## config.mk

```make
export PLATFORM = sky130hd
export DESIGN_NAME = shot_resolver_flat
export DESIGN_NICKNAME = d
export VERILOG_FILES = /design/src/rtl/shot_resolver_if.sv /design/src/rtl/shot_resolver.sv /design/src/flat_wrapper.sv
export SDC_FILE = /design/constraint.sdc
export NUM_CORES = 1
export LEC_CHECK = 0
export CELL_PAD_IN_SITES_DETAIL_PLACEMENT = 0
export CELL_PAD_IN_SITES_GLOBAL_PLACEMENT = 1
export CORE_MARGIN = 2
export CORE_UTILIZATION = 25
export CTS_CLUSTER_SIZE = 30
export DETAILED_ROUTE_END_ITERATION = 6
export GPL_ROUTABILITY_DRIVEN = 0
export HOLD_SLACK_MARGIN = 0.03
export PLACE_DENSITY = 0.72
export SYNTH_ARGS = -nofsm -noshare
export SYNTH_HDL_FRONTEND = slang
export SYNTH_SLANG_ARGS = --single-unit
export TNS_END_PERCENT = 1
```

## constraint.sdc

```tcl
create_clock -name clk -period 2.8 [get_ports clk]
set_input_delay 0.7 -clock clk [delete_from_list [all_inputs] [get_ports clk]]
set_output_delay 0.7 -clock clk [all_outputs]
set_load 0.01 [all_outputs]
```

## src/rtl/shot_resolver_if.sv

```systemverilog
// Shot resolver request, result and fleet memory signals.
// master drives requests and read data; slave is the resolver.
interface shot_resolver_if;
    logic        start;
    logic        jogador;
    logic [4:0]  tiro;
    logic [63:0] mem_rdata;
    logic [4:0]  mem_addr;
    logic        mem_sel;
    logic [63:0] mem_wdata;
    logic        mem_we;
    logic        busy;
    logic        done;
    logic        acerto;
    logic        afundou;
    logic        invalido;
    logic        jogador_out;

    modport master (
        output start, jogador, tiro, mem_rdata,
        input  mem_addr, mem_sel, mem_wdata, mem_we,
        input  busy, done, acerto, afundou, invalido, jogador_out
    );

    modport slave (
        input  start, jogador, tiro, mem_rdata,
        output mem_addr, mem_sel, mem_wdata, mem_we,
        output busy, done, acerto, afundou, invalido, jogador_out
    );
endinterface

```

## src/rtl/shot_resolver.sv

```systemverilog
// Resolves one shot against the opponent fleet memory.
// Scans entries 0..11, clears matching cells, writes back on first hit.
module shot_resolver (
    input  logic            clk,
    input  logic            reset,
    shot_resolver_if.slave  bus
);
    typedef enum logic [2:0] {
        IDLE,
        CHECK,
        READ,
        WAIT,
        COMPARE,
        WRITE,
        FINISH
    } state_t;

    state_t      state;
    logic [4:0]  shot;
    logic        hit;
    logic [63:0] cleared;

    // Match the captured shot against every live cell of the current word
    always_comb begin
        hit     = 1'b0;
        cleared = bus.mem_rdata;
        for (int k = 0; k < 8; k++) begin
            if (bus.mem_rdata[3+5*k +: 5] != 5'd0 &&
                bus.mem_rdata[3+5*k +: 5] == shot) begin
                hit                 = 1'b1;
                cleared[3+5*k +: 5] = 5'd0;
            end
        end
    end

    // Control FSM with all outputs registered
    always_ff @(posedge clk) begin
        if (!reset) begin
            state           <= IDLE;
            shot            <= 5'd0;
            bus.mem_addr    <= 5'd0;
            bus.mem_we      <= 1'b0;
            bus.mem_wdata   <= 64'd0;
            bus.mem_sel     <= 1'b1;
            bus.busy        <= 1'b0;
            bus.done        <= 1'b0;
            bus.acerto      <= 1'b0;
            bus.afundou     <= 1'b0;
            bus.invalido    <= 1'b0;
            bus.jogador_out <= 1'b0;
        end else begin
            bus.done   <= 1'b0;
            bus.mem_we <= 1'b0;
            unique case (state)
                IDLE: begin
                    if (bus.start) begin
                        shot            <= bus.tiro;
                        bus.jogador_out <= bus.jogador;
                        bus.mem_sel     <= ~bus.jogador;
                        bus.busy        <= 1'b1;
                        bus.acerto      <= 1'b0;
                        bus.afundou     <= 1'b0;
                        bus.invalido    <= 1'b0;
                        state           <= CHECK;
                    end
                end
                CHECK: begin
                    if (shot == 5'd0) begin
                        bus.invalido <= 1'b1;
                        state        <= FINISH;
                    end else begin
                        bus.mem_addr <= 5'd0;
                        state        <= READ;
                    end
                end
                READ: begin
                    state <= WAIT;
                end
                WAIT: begin
                    state <= COMPARE;
                end
                COMPARE: begin
                    if (hit) begin
                        bus.mem_wdata <= cleared;
                        bus.mem_we    <= 1'b1;
                        bus.acerto    <= 1'b1;
                        state         <= WRITE;
                    end else if (bus.mem_addr < 5'd11) begin
                        bus.mem_addr <= bus.mem_addr + 5'd1;
                        state        <= READ;
                    end else begin
                        state <= FINISH;
                    end
                end
                WRITE: begin
                    bus.afundou <= (bus.mem_wdata[42:3] == 40'd0);
                    state       <= FINISH;
                end
                FINISH: begin
                    bus.done <= 1'b1;
                    bus.busy <= 1'b0;
                    state    <= IDLE;
                end
                default: begin
                    state <= IDLE;
                end
            endcase
        end
    end
endmodule

```

## src/flat_wrapper.sv

```systemverilog
// flat-port wrapper written by rule: the top's interface ports become plain ports
module shot_resolver_flat 
  (clk, reset, bus_start, bus_jogador, bus_tiro, bus_mem_rdata, bus_mem_addr, bus_mem_sel, bus_mem_wdata, bus_mem_we, bus_busy, bus_done, bus_acerto, bus_afundou, bus_invalido, bus_jogador_out);
  shot_resolver_if bus_i ();
  input  logic clk;
  input  logic reset;
  input wire logic [$bits(bus_i.start)-1:0] bus_start;
  input wire logic [$bits(bus_i.jogador)-1:0] bus_jogador;
  input wire logic [$bits(bus_i.tiro)-1:0] bus_tiro;
  input wire logic [$bits(bus_i.mem_rdata)-1:0] bus_mem_rdata;
  output wire logic [$bits(bus_i.mem_addr)-1:0] bus_mem_addr;
  output wire logic [$bits(bus_i.mem_sel)-1:0] bus_mem_sel;
  output wire logic [$bits(bus_i.mem_wdata)-1:0] bus_mem_wdata;
  output wire logic [$bits(bus_i.mem_we)-1:0] bus_mem_we;
  output wire logic [$bits(bus_i.busy)-1:0] bus_busy;
  output wire logic [$bits(bus_i.done)-1:0] bus_done;
  output wire logic [$bits(bus_i.acerto)-1:0] bus_acerto;
  output wire logic [$bits(bus_i.afundou)-1:0] bus_afundou;
  output wire logic [$bits(bus_i.invalido)-1:0] bus_invalido;
  output wire logic [$bits(bus_i.jogador_out)-1:0] bus_jogador_out;
  assign bus_i.start = bus_start;
  assign bus_i.jogador = bus_jogador;
  assign bus_i.tiro = bus_tiro;
  assign bus_i.mem_rdata = bus_mem_rdata;
  assign bus_mem_addr = bus_i.mem_addr;
  assign bus_mem_sel = bus_i.mem_sel;
  assign bus_mem_wdata = bus_i.mem_wdata;
  assign bus_mem_we = bus_i.mem_we;
  assign bus_busy = bus_i.busy;
  assign bus_done = bus_i.done;
  assign bus_acerto = bus_i.acerto;
  assign bus_afundou = bus_i.afundou;
  assign bus_invalido = bus_i.invalido;
  assign bus_jogador_out = bus_i.jogador_out;
  shot_resolver u_core (.clk(clk), .reset(reset), .bus(bus_i));
endmodule
```

==> results of run 1 <==
power by group through the flow:
stage          sequential [uW]  clock [uW]  combinational, uW
5_1_grt                   1290        1590                511
6_report                  1280        1500                466
3_3_place_gp              1310           0                459
3_5_place_dp              1310           0                469
4_1_cts                   1280        1540                471
2_1_floorplan             1280           0                278
placed cells by master, fill, tap and decap left out, types with 2 or more instances in the layout:
master | netlist | routed
a21o_1 | 2 | 2
a21oi_1 | 18 | 18
a22oi_2 | 3 | 3
buf_12 | 0 | 3
buf_4 | 3 | 12
bufinv_16 | 0 | 4
clkbuf_16 | 0 | 9
clkdlybuf4s50_1 | 0 | 148
dfxtp_1 | 85 | 85
inv_1 | 2 | 2
mux2i_1 | 65 | 65
nand2_1 | 147 | 147
nand3_1 | 17 | 17
nand4_1 | 2 | 2
nor2_1 | 12 | 12
nor3_1 | 5 | 5
nor4_1 | 17 | 17
nor4_2 | 5 | 5
nor4_4 | 3 | 3
o21ai_0 | 10 | 10
o21ai_1 | 5 | 5
or2_1 | 7 | 7
or2_2 | 2 | 2
or3_1 | 2 | 2
xor2_1 | 32 | 32
critical path, stage by stage:
cell and delay, ns:
clkdlybuf4s50_1 0.46, nor4_1 0.33, o21ai_0 0.21, a22oi_1 0.32, nand4_4 0.19, buf_4 0.19
nor2_1 0.21, mux2i_1 0.23
final cells by class:
type	count	area, um^2
tap	220	275
timing repair buffer	163	1630
sequential	85	1700
fill	1634	10200
multi-input combinational	369	2310
inverter	3	11.3
clock inverter	6	134
clock buffer	10	239
per-layer routing:
| layer | track usage | vias to the layer above | share of wire |
|---|---|---|---|
| met3 | 0.0363 | 24 | 0.076 |
| met1 | 0.182 | 1784 | 0.44 |
| li1 | - | 1955 | - |
| met5 | 0 | - | 0 |
| met2 | 0.240 | 139 | 0.45 |
| met4 | 0.0798 | 0 | 0.033 |
worst paths after layout:
path	from	endpoint	slack (ns)
setup reg to reg	u_core.shot[3]$_SDFFE_PN0P_	u_core.bus.mem_addr[1]$_SDFFE_PN0P_	0.46
hold reg to reg	u_core.bus.mem_wdata[53]$_SDFFE_PN0P_	u_core.bus.mem_wdata[53]$_SDFFE_PN0P_	0.46
hold / removal	u_core.bus.mem_wdata[53]$_SDFFE_PN0P_	u_core.bus.mem_wdata[53]$_SDFFE_PN0P_	0.46
setup / recovery	bus_mem_rdata[19]	u_core.bus.mem_addr[1]$_SDFFE_PN0P_	0.24
flip-flops by register name, indices dropped and copies added, names as in the netlist:
| name | count |
|---|---|
| u_core.bus.acerto | 1 |
| u_core.bus.mem_we | 1 |
| u_core.bus.afundou | 1 |
| u_core.bus.jogador_out | 1 |
| u_core.shot | 5 |
| u_core.bus.invalido | 1 |
| u_core.bus.mem_addr | 5 |
| u_core.bus.done | 1 |
| u_core.bus.busy | 1 |
| u_core.bus.mem_sel | 1 |
| u_core.bus.mem_wdata | 64 |
| u_core.state | 3 |
logic make-up (layout without fill, tap and decap cells):
logic type / after synthesis / count (layout) / synth area share
DFF: 85 / 85 / 0.403
adders and majority gates: 1 / 1 / 0.00296
buffers and inverters: 31 / 182 / 0.0492
and+or+nand+nor: 225 / 225 / 0.256
muxes: 66 / 66 / 0.157
AOI/OAI and AO/OA: 45 / 45 / 0.0652
xor gates and xnor gates: 32 / 32 / 0.0664
per-stage QoR:
stage | hold WS [ns] | cells | util | TNS (ns) | cell area [um^2]
after floorplan | 0.481 | 485 | - | 0 | 4220
final | 0.458 | 856 | 0.382 | 0 | 6300
after CTS | 0.462 | 856 | 0.382 | 0 | 6300
after global placement | 0.444 | 840 | 0.359 | -2.40 | 5930
after global routing | 0.483 | 856 | 0.382 | 0 | 6300
after detailed placement | 0.455 | 840 | 0.359 | -7.86 | 5930
==> flow_metrics.tcl, run 1 <==
set metrics [dict create \
    yosysSeqAreaShare 0.403 \
    drt.antenna.violating_nets 0 \
    switchingPower_uw 797 \
    path_clk_slew_ns 0.07 \
    wl_um 13100 \
    ys.flop_type "dfxtp_1" \
    end_kind "flop" \
    synth_area_leader_cell "dfxtp_1" \
    via_per_inst 4.56 \
    syn_inst 485 \
    grt_overflow 0 \
    yosysUniqueCellTypes 42 \
    hpwl_um 10000 \
    synth_top_area_share 0.403 \
    fin_crit_sh 0.913 \
    grt_start_max_net_pins 59 \
    setup_slack_ns 0.244 \
    numPortBuffers 149 \
    antenna_found_initial 0 \
    clock_sinks 85 \
    wl_per_cell_um 15.3 \
    numCtsBuffers 9 \
    maxCapViolations 0 \
    crit_arrival_ns 2.83 \
    drive_above_1_share 0.0755 \
    synthesis.nets 559 \
    hold_buffers 0 \
    finalPower_uw 3250 \
    p_comb_frac 0.143 \
    rows 47 \
    dieWidth_um 134 \
    num_vias 3902 \
    finalCriticalPeriod_ns 2.56 \
    cts_tree "built" \
    worstSetupPathType "in2reg" \
    vdd_drop_max_mv 0.286 \
    slew_headroom 0.530 \
    drtIter0Drc 179 \
    cp_max_fo 6 \
    ys_ff_latch 85 \
    powerDensity_nw_per_um2 515 \
    rr_worst_depth 7 \
    synth.area.top_cells "dfxtp_1 (40%), mux2i_1 (15%), nand2_1 (13%)" \
    worstMarginPinSlew_ns 0.704 \
    ys_async_sr_fraction 0 \
    hp-class "reg2reg" \
    synthTopCellsByCount "nand2_1 (147), dfxtp_1 (85), mux2i_1 (65)" \
    synth.most_common_cell "nand2_1" \
    drv_slew 0 \
    synth-edff-count 0 \
    intPower_uw 2450 \
    power_frac_seq 0.395 \
    crit_required_ns 3.07 \
    synthToLayoutAreaGrowth_pct 49.3 \
    clock_latency_ns 0.35 \
    grt_pass1_vias 4033 \
    netSwitchingFraction 0.245 \
    synth_area_um2 4220 \
    core_um2 16500 \
    post_cts_resized 0 \
    postCtsSetupBuffers 0 \
    hold_violations 0 \
    rsz0062_at_grt "false" \
    grt_first_pass_wirelength_um 20700 \
    grtUsageTotal 0.148 \
    pwr-share-clk 0.462 \
    nets 705 \
    die_area_um2 17900 \
    yosys_warnings 0 \
    status "completed" \
    whs_path_depth 2 \
    avgSynthCellArea_um2 8.70 \
    p_leak_uw 0.00277 \
    start_util 0.255 \
    setup_viol 0 \
    diodes 0 \
    cts_max_level 3 \
    cts_root_buffer "clkbuf_16" \
    remaining_drc_errors 0 \
    pre_cts_ws_ns -0.171 \
    first_pass_iters 4 \
    max-clock-path-buffers 2 \
    startpoint_type "input pin" \
    fmaxAchievable_mhz 391 \
    clock_skew_ns 0.00785 \
    io_pins 150 \
    die_h_um 134 \
]
Note: power is estimated with default switching activity, not from simulation.
==> run 2, diff against run 1 <==
--- a/config.mk
+++ b/config.mk
@@ -14,6 +14,7 @@
 export GPL_ROUTABILITY_DRIVEN = 0
 export HOLD_SLACK_MARGIN = 0.03
 export PLACE_DENSITY = 0.72
+export SKIP_LAST_GASP = 1
 export SYNTH_ARGS = -nofsm -noshare
 export SYNTH_HDL_FRONTEND = slang
 export SYNTH_SLANG_ARGS = --single-unit
==> results of run 2 <==
Final layout, timing and power as in run 1 (identical DEF).
